**config.mk**
```make
export PLATFORM = sky130hd
export DESIGN_NAME = game_ctrl
export DESIGN_NICKNAME = d
export VERILOG_FILES = /design/src/rtl/game_ctrl.sv
export SDC_FILE = /design/constraint.sdc
export NUM_CORES = 1
export LEC_CHECK = 0
export ABC_AREA = 0
export BUFFER_PORTS_ARGS = -buffer_cell sky130_fd_sc_hd__buf_4
export CAP_MARGIN = 20
export CORE_MARGIN = 3
export CORE_UTILIZATION = 43
export CTS_CLUSTER_DIAMETER = 100
export CTS_CLUSTER_SIZE = 20
export DETAILED_ROUTE_END_ITERATION = 8
export PLACE_DENSITY = 0.73
export SLEW_MARGIN = 20
export SYNTH_ARGS = -nofsm -noshare
export SYNTH_HDL_FRONTEND = slang
export SYNTH_SLANG_ARGS = --single-unit
export TNS_END_PERCENT = 50
```
**constraint.sdc**
```tcl
create_clock -name clk -period 6 [get_ports clk]
set_clock_uncertainty 0.05 [all_clocks]
set_input_delay 0.6 -clock clk [delete_from_list [all_inputs] [get_ports clk]]
set_output_delay 0.6 -clock clk [all_outputs]
set_load 0.01 [all_outputs]
```
**src/rtl/game_ctrl.sv**
```systemverilog
// SnakeWars game sequencer: menu / clear / play / game-over phases, frame-paced
// snake step scheduling and map-clear requests, all with registered outputs.
module game_ctrl #(
    parameter int unsigned FRAMES_PER_STEP = 8,
    parameter int unsigned BTN_X0          = 448,
    parameter int unsigned BTN_X1          = 575,
    parameter int unsigned BTN_Y0          = 352,
    parameter int unsigned BTN_Y1          = 415
) (
    input  logic        clk,
    input  logic        rst,
    input  logic        vsync,
    input  logic [11:0] mouse_x,
    input  logic [11:0] mouse_y,
    input  logic        mouse_left,
    output logic        clear_req,
    input  logic        clear_done,
    output logic        step_req,
    input  logic        step_ack,
    input  logic [1:0]  collision,
    output logic [1:0]  mode,
    output logic [1:0]  winner,
    output logic [15:0] step_count
);

    typedef enum logic [2:0] {
        S_MENU  = 3'd0,
        S_CLEAR = 3'd1,
        S_WAIT  = 3'd2,
        S_STEP  = 3'd3,
        S_END   = 3'd4
    } state_t;

    localparam logic [1:0]  MODE_MENU = 2'd0;
    localparam logic [1:0]  MODE_GAME = 2'd1;
    localparam logic [1:0]  MODE_END  = 2'd2;
    localparam logic [7:0]  FCNT_LAST = 8'(FRAMES_PER_STEP - 1);
    localparam logic [11:0] X0 = 12'(BTN_X0);
    localparam logic [11:0] X1 = 12'(BTN_X1);
    localparam logic [11:0] Y0 = 12'(BTN_Y0);
    localparam logic [11:0] Y1 = 12'(BTN_Y1);

    state_t      state_r;
    state_t      state_nx_s;
    logic [7:0]  fcnt_r;
    logic [7:0]  fcnt_nx_s;
    logic [1:0]  winner_nx_s;
    logic [15:0] step_count_nx_s;
    logic [1:0]  mode_nx_s;
    logic        clear_req_nx_s;
    logic        step_req_nx_s;
    logic        vs_prev_r;
    logic        ml_prev_r;
    logic        frame_edge_s;
    logic        click_s;
    logic        in_btn_s;

    assign frame_edge_s = vsync & ~vs_prev_r;
    assign click_s      = mouse_left & ~ml_prev_r;
    assign in_btn_s     = (mouse_x >= X0) && (mouse_x <= X1) &&
                          (mouse_y >= Y0) && (mouse_y <= Y1);

    // Edge-detector history; reset high so a level already high is not an edge.
    always_ff @(posedge clk or negedge rst) begin
        if (!rst) begin
            vs_prev_r <= 1'b1;
            ml_prev_r <= 1'b1;
        end else begin
            vs_prev_r <= vsync;
            ml_prev_r <= mouse_left;
        end
    end

    // State, frame counter and all outputs are registered from next-state values.
    always_ff @(posedge clk or negedge rst) begin
        if (!rst) begin
            state_r    <= S_MENU;
            fcnt_r     <= 8'd0;
            winner     <= 2'b00;
            step_count <= 16'd0;
            mode       <= MODE_MENU;
            clear_req  <= 1'b0;
            step_req   <= 1'b0;
        end else begin
            state_r    <= state_nx_s;
            fcnt_r     <= fcnt_nx_s;
            winner     <= winner_nx_s;
            step_count <= step_count_nx_s;
            mode       <= mode_nx_s;
            clear_req  <= clear_req_nx_s;
            step_req   <= step_req_nx_s;
        end
    end

    // Next-state logic; frame edges only count in S_WAIT, acks only in their requesting state.
    always_comb begin
        state_nx_s      = state_r;
        fcnt_nx_s       = fcnt_r;
        winner_nx_s     = winner;
        step_count_nx_s = step_count;
        case (state_r)
            S_MENU: begin
                if (click_s && in_btn_s) begin
                    state_nx_s      = S_CLEAR;
                    fcnt_nx_s       = 8'd0;
                    winner_nx_s     = 2'b00;
                    step_count_nx_s = 16'd0;
                end else begin
                    state_nx_s = S_MENU;
                end
            end
            S_CLEAR: begin
                if (clear_done) begin
                    state_nx_s = S_WAIT;
                end else begin
                    state_nx_s = S_CLEAR;
                end
            end
            S_WAIT: begin
                if (frame_edge_s) begin
                    if (fcnt_r == FCNT_LAST) begin
                        state_nx_s = S_STEP;
                        fcnt_nx_s  = 8'd0;
                    end else begin
                        fcnt_nx_s = fcnt_r + 8'd1;
                    end
                end else begin
                    fcnt_nx_s = fcnt_r;
                end
            end
            S_STEP: begin
                if (step_ack) begin
                    if (step_count != 16'hFFFF) begin
                        step_count_nx_s = step_count + 16'd1;
                    end else begin
                        step_count_nx_s = step_count;
                    end
                    // A crashed player loses; both crashing is a draw.
                    case (collision)
                        2'b00: state_nx_s = S_WAIT;
                        2'b01: begin
                            winner_nx_s = 2'b10;
                            state_nx_s  = S_END;
                        end
                        2'b10: begin
                            winner_nx_s = 2'b01;
                            state_nx_s  = S_END;
                        end
                        2'b11: begin
                            winner_nx_s = 2'b11;
                            state_nx_s  = S_END;
                        end
                        default: state_nx_s = S_WAIT;
                    endcase
                end else begin
                    state_nx_s = S_STEP;
                end
            end
            S_END: begin
                if (click_s) begin
                    state_nx_s = S_MENU;
                end else begin
                    state_nx_s = S_END;
                end
            end
            default: state_nx_s = S_MENU;
        endcase
    end

    // Output decode of the next state, so registered outputs track the state register.
    always_comb begin
        mode_nx_s      = MODE_MENU;
        clear_req_nx_s = 1'b0;
        step_req_nx_s  = 1'b0;
        case (state_nx_s)
            S_MENU:  mode_nx_s = MODE_MENU;
            S_CLEAR: begin
                mode_nx_s      = MODE_GAME;
                clear_req_nx_s = 1'b1;
            end
            S_WAIT:  mode_nx_s = MODE_GAME;
            S_STEP: begin
                mode_nx_s     = MODE_GAME;
                step_req_nx_s = 1'b1;
            end
            S_END:   mode_nx_s = MODE_END;
            default: mode_nx_s = MODE_MENU;
        endcase
    end

endmodule

```
==> flow_summary.json, run 1 <==
{
  "cp-end-kind": "flop",
  "placed_area_mm2": 0.002355,
  "crit_required_ps": 6150,
  "root_buffer": "clkbuf_8",
  "vdd_drop_max_mv": 0.1079,
  "area_delta_synth_final_pct": 21.50,
  "rsz0062_at_grt": "false",
  "fin_total_pwr_uw": 443.4,
  "async_flop_share": 1.000,
  "synth_seq_cells": 35,
  "cts_resized": 0,
  "crit_fanout": 11,
  "wire_per_inst_um": 15.01,
  "path_delay_family": "compound AO/OA/AOI/OAI gates",
  "routed_wl_um": 4654,
  "crit_chain": "buf_4, or4b_4, a2111oi_4, a31oi_1, or2_1, o31ai_2",
  "first_pass_iters": 4,
  "finalSetupTns_ps": 0,
  "ys_top_cells_by_area": "dfrtp_1 41%, nor2_1 3.5%, nand3_1 3.5%",
  "p_leak_nw": 1.118,
  "cts_setup_buffers": 0,
  "cp.arrival_ps": 2760,
  "drc": 0,
  "num-nets-final": 294,
  "grt_use_total": 0.1801,
  "coreArea_mm2": 0.004444,
  "finish.instance_area_mm2": 0.002446,
  "cts_tree": "built",
  "synth_area_per_cell_um2": 9.320,
  "maxCapViolations": 0,
  "finalSetupViolCount": 0,
  "fin_cells": 310,
  "cp-startpoint": "mouse_x[8]",
  "period_share": 0.4359,
  "worstSkewPairLatency_ps": 290,
  "synth_fa_ha_area_frac": 0.03108,
  "startpoint_type": "primary input",
  "via_per_inst": 5.913,
  "rr_worst_depth": 6,
  "slew_headroom": 0.4047,
  "cts_made_buffers": 5,
  "yosys.area_share.simple": 0.2474,
  "grt_antenna_before_repair": 0,
  "synthesis.nets": 253,
  "report.final.slew_viol_count": 0,
  "synth_compound_area_frac": 0.2480,
  "nFillCells": 404,
  "port_buffers": 42,
  "yosysTopAreaCellShare": 0.4102,
  "r2r-start": "step_count[0]$_DFFE_PN0P_",
  "path_buf_inv": 1,
  "rows": 24,
  "final_common_cell": "buf_4",
  "hpwlAfterDp_um": 3352,
  "placed_cells": 302,
  "max_freq_mhz": 382.4,
  "hold_viol": 0,
  "grt_max_degree": 36,
  "synth-seq-area-share": 0.4363,
  "critPathKind": "primary input to flop",
  "slowest_delay_ps": 540,
  "ys_warn_count": 0,
  "drt_iter0_markers": 94,
  "grt_pass1_vias": 1647,
  "hp-class": "primary input to async pin",
  "pin_count": 54,
  "fp.dieW_um": 74.43,
  "drtAntennaViolNets": 0,
  "hold_buffers": 0,
  "die_area_mm2": 0.005539,
  "cts_htree_levels": 2,
  "synth_top_family_by_area": "compound AO/OA/AOI/OAI gates",
  "path_clk_slew_ps": 80,
  "netlist.top_cell.by_area": "dfrtp_1",
  "cts_buffer_depth": 2,
  "start_util": 0.4530,
  "power_density_mw_per_mm2": 181.3,
  "place_congestion": 0.8465,
  "vias": 1833,
  "cp_slowest_cell": "or4b_4",
  "worst_slew_pin_slew_ps": 888.8,
  "r2r_slack_ps": 3570,
  "muxShareOfSynthArea": 0.004972,
  "synth_xor_area_frac": 0,
  "outcome": "finished, final reports clean",
  "mostFrequentLayoutCells": "42 x buf_4, 33 x dfrtp_1, 19 x nor2_1, 18 x nand2_1, 14 x nand3_1",
  "synth_edf_count": 0,
  "fin_crit_ps": 2615,
  "synth_area_mm2": 0.002013,
  "grt_pass1_wl_um": 7790,
  "synth_ff_type": "dfrtp_1",
  "clock_sinks": 35,
  "drive_gt1_frac": 0.2403,
  "die_height_um": 74.43,
  "ys_types": 47,
  "cp.depth": 6,
  "diodes": 0,
  "syn_inst": 216,
  "grt_overflow_total": 0
}
==> cell usage after synthesis (2+ instances only) <==
| library cell | instances |
|---|---|
| a21oi_1 | 4 |
| a22o_1 | 2 |
| a31oi_1 | 7 |
| a32o_1 | 2 |
| and2_1 | 2 |
| and3_1 | 10 |
| and3b_1 | 2 |
| and4_1 | 2 |
| clkbuf_1 | 6 |
| dfrtp_1 | 33 |
| dfstp_2 | 2 |
| ha_1 | 5 |
| inv_1 | 7 |
| nand2_1 | 18 |
| nand2b_1 | 5 |
| nand3_1 | 14 |
| nand3b_1 | 3 |
| nand4_1 | 3 |
| nor2_1 | 19 |
| nor2b_1 | 3 |
| nor3_1 | 3 |
| o21ai_0 | 13 |
| o21ai_1 | 10 |
| o22a_1 | 6 |
| o31ai_1 | 7 |
| o31ai_2 | 5 |
| or2_1 | 2 |
| or2_2 | 2 |
==> report_power, final <==
part,total (mW),switching [mW],internal [mW]
logic,0.0272,0.0139,0.0133
registers,0.239,0.00110,0.238
clock network,0.177,0.0844,0.0926
total,0.443,0.0993,0.344
==> cell families after synthesis <==
family	count (synthesis)
simple gates	93
compound gates	67
flops	35
buf+inv	15
fa+ha+maj	5
mux	1
==> state kept, by name (all words and copies together), names as in the netlist <==
| signal | cells |
|---|---|
| step_count | 16 |
| fcnt_r | 8 |
| state_r | 3 |
| mode | 2 |
| winner | 2 |
| clear_req | 1 |
| ml_prev_r | 1 |
| step_req | 1 |
| vs_prev_r | 1 |
==> worst register-to-register path, delay by kind of cell, from the launching register on <==
family                   cells  cell delay, ps
AO/OA/AOI/OAI                2             830
AND/OR/NAND/NOR              3             760
flip-flops                   1             420
adder cells (fa/ha/maj)      1             230
==> stage by stage <==
stage | hold slack, ps | utilization | setup slack [ps]
detailed placement | 444.8 | 0.5298 | 3095
CTS | 217.1 | 0.5504 | 3400
global placement | 447.5 | 0.5298 | 3103
finish | 206.3 | 0.5504 | 3385
global route | 234.8 | 0.5504 | 3254
floorplan | 254.4 | - | 3625
==> path summary, 6_finish.rpt <==
path / endpoint
min reg2reg: step_count[12]$_DFFE_PN0P_
max in group asynchronous: vs_prev_r$_DFF_PN1_
max reg2reg: step_count[1]$_DFFE_PN0P_
min in group clk: vs_prev_r$_DFF_PN1_
min: step_count[15]$_DFFE_PN0P_
max: fcnt_r[7]$_DFFE_PN0P_
==> layer usage <==
layer,up-vias,GRT usage,wire (µm)
met5,-,0,0
met4,0,0.04941,55
met3,5,0.04324,221
met2,45,0.2868,2294
met1,890,0.2454,2082
li1,893,-,-
==> final cells by class <==
| class | instances | area, µm² | share of cell area |
|---|---|---|---|
| Multi-Input combinational cell | 166 | 1070 | 0.4373 |
| Tap cell | 52 | 65.06 | 0.02660 |
| Clock buffer | 7 | 86.33 | 0.03529 |
| Timing Repair Buffer | 42 | 315.3 | 0.1289 |
| Inverter | 7 | 26.28 | 0.01074 |
| Clock inverter | 1 | 5.005 | 0.002046 |
| Sequential cell | 35 | 878.3 | 0.3591 |
No activity file was read; power rests on OpenSTA's default activity.
==> run 2: changes to the inputs <==
clock period = 2.49 ns   (was 6 ns; I/O delays follow)
==> flow_summary.json, run 2 (synthesis gave the netlist of run 1 again) <==
{
  "intPower_uw": 931.2,
  "cts_resized": 0,
  "path_buf_inv": 0,
  "wire_per_inst_um": 14.51,
  "rows": 24,
  "hold_viol": 0,
  "hold_buffers": 1,
  "top_layer_used": "met4",
  "dr_wl_met2_um": 2167,
  "final_common_cell": "buf_4",
  "cp.arrival_ps": 2310,
  "grt_pass1_vias": 1630,
  "routed_wl_um": 4615,
  "p_leak_nw": 1.168,
  "grt_overflow_total": 0,
  "top_regs": "step_count: 16 flops, fcnt_r: 8 flops, state_r: 3 flops",
  "die_height_um": 74.43,
  "finalSetupViolCount": 0,
  "drive_gt1_frac": 0.2632,
  "rsz0062_at_grt": "false",
  "path_delay_family": "simple AND/OR/NAND/NOR gates",
  "critPathKind": "flop to flop",
  "crit_required_ps": 2670,
  "diodes": 0,
  "coreArea_mm2": 0.004444,
  "largest_reg_flops": 16,
  "drc": 0,
  "cts_htree_levels": 2,
  "wl_met3_um": 221,
  "regMostFlops": "step_count",
  "place_congestion": 0.8410,
  "cts_buffer_depth": 2,
  "slowest_delay_ps": 440,
  "fin_cells": 318,
  "grt_pass1_wl_um": 7652,
  "vias": 1801,
  "worstSkewPairLatency_ps": 290,
  "root_buffer": "clkbuf_8",
  "crit_chain": "ha_1, and3_1, nand4_1, o31ai_1, or2_1, o22a_1",
  "via_per_inst": 5.664,
  "pwr-share-comb": 0.057,
  "fp.dieW_um": 74.43,
  "area_delta_synth_final_pct": 25.92,
  "worst_slew_pin_slew_ps": 590.6,
  "num-nets-final": 302,
  "mostFrequentLayoutCells": "49 x buf_4, 33 x dfrtp_1, 19 x nor2_1, 18 x nand2_1, 14 x nand3_1",
  "timing.hold.ws_ps": 18.57,
  "cp_slowest_cell": "o31ai_1",
  "hp-class": "primary input to flop",
  "report.final.slew_viol_count": 0,
  "period_share": 0.8558,
  "die_area_mm2": 0.005539,
  "grt_antenna_before_repair": 0,
  "drt_iter0_markers": 128,
  "drt-met1-wl_um": 2150,
  "max_freq_mhz": 469.3,
  "power_density_mw_per_mm2": 467.9,
  "grt_max_degree": 36,
  "start_util": 0.4530,
  "pin_count": 54,
  "vdd_drop_max_mv": 0.2417,
  "fin_crit_ps": 2131,
  "pwr-share-clk": 0.457,
  "seqPwrFrac": 0.486,
  "crit_fanout": 7,
  "swShare": 0.2150,
  "finalSetupTns_ps": 0,
  "slew_headroom": 0.6063,
  "cts_tree": "built",
  "grt_use_total": 0.1784,
  "hpwlAfterDp_um": 3365,
  "port_buffers": 42,
  "cp-end-kind": "flop",
  "clock_sinks": 35,
  "drtAntennaViolNets": 0,
  "p_switching_uw": 255.0,
  "maxCapViolations": 0,
  "cts_made_buffers": 5,
  "startpoint_type": "flop",
  "outcome": "finished, final reports clean",
  "path_clk_slew_ps": 80,
  "placed_cells": 309,
  "first_pass_iters": 4,
  "cts_setup_buffers": 0
}
[run 2: cell count changes in the layout (fill, tap and decap cells not counted), sizes merged]
cell         change
buf              +7
bufinv           +1
clkbuf           -1
dlygate4sd3      +1
[run 2: metrics by stage]
step	cell area [µm²]	util	power, mW	setup slack, ps
6_report	2535	0.5704	1.186	359.0
5_1_grt	2535	0.5704	1.227	181.7
4_1_cts	2535	0.5704	1.197	353.3
3_5_place_dp	2407	0.5417	0.6547	180.0
3_3_place_gp	2407	0.5417	0.6534	198.7
2_1_floorplan	2013	-	0.6066	465.2
[run 2: routing by layer]
layer / GRT usage / vias up
met5: 0 / -
met4: 0.07708 / 0
met3: 0.03919 / 9
met2: 0.2654 / 45
met1: 0.2494 / 842
li1: - / 905
[run 2: area by class of cell]
cell class | instances | area [µm²]
clock buffer | 6 | 82.58
clock inverter | 2 | 35.03
fill | 389 | 1909
inverter | 7 | 26.28
multi-input combinational | 166 | 1070
sequential | 35 | 878.3
tap | 52 | 65.06
timing repair buffer | 50 | 377.9
[run 2: power groups by stage]
| stage | logic, mW | clock network (mW) | registers [mW] |
|---|---|---|---|
| final | 0.0674 | 0.543 | 0.576 |
| after global placement | 0.0664 | 0 | 0.587 |
| after global routing | 0.0760 | 0.574 | 0.577 |
| after floorplan | 0.0190 | 0 | 0.588 |
| after CTS | 0.0689 | 0.552 | 0.576 |
| after detailed placement | 0.0676 | 0 | 0.587 |
[run 2: path summary, 6_finish.rpt]
kind,startpoint,end,depth (start not counted),slack (ps)
hold reg to reg,step_count[12]$_DFFE_PN0P_,step_count[12]$_DFFE_PN0P_,1,460
hold / removal,vsync,vs_prev_r$_DFF_PN1_,1,20
setup reg to reg,step_count[0]$_DFFE_PN0P_,step_count[2]$_DFFE_PN0P_,6,360
setup / recovery,step_count[0]$_DFFE_PN0P_,step_count[2]$_DFFE_PN0P_,6,360
min in group asynchronous,rst,step_req$_DFF_PN0_,2,400
max in group asynchronous,rst,vs_prev_r$_DFF_PN1_,2,1640
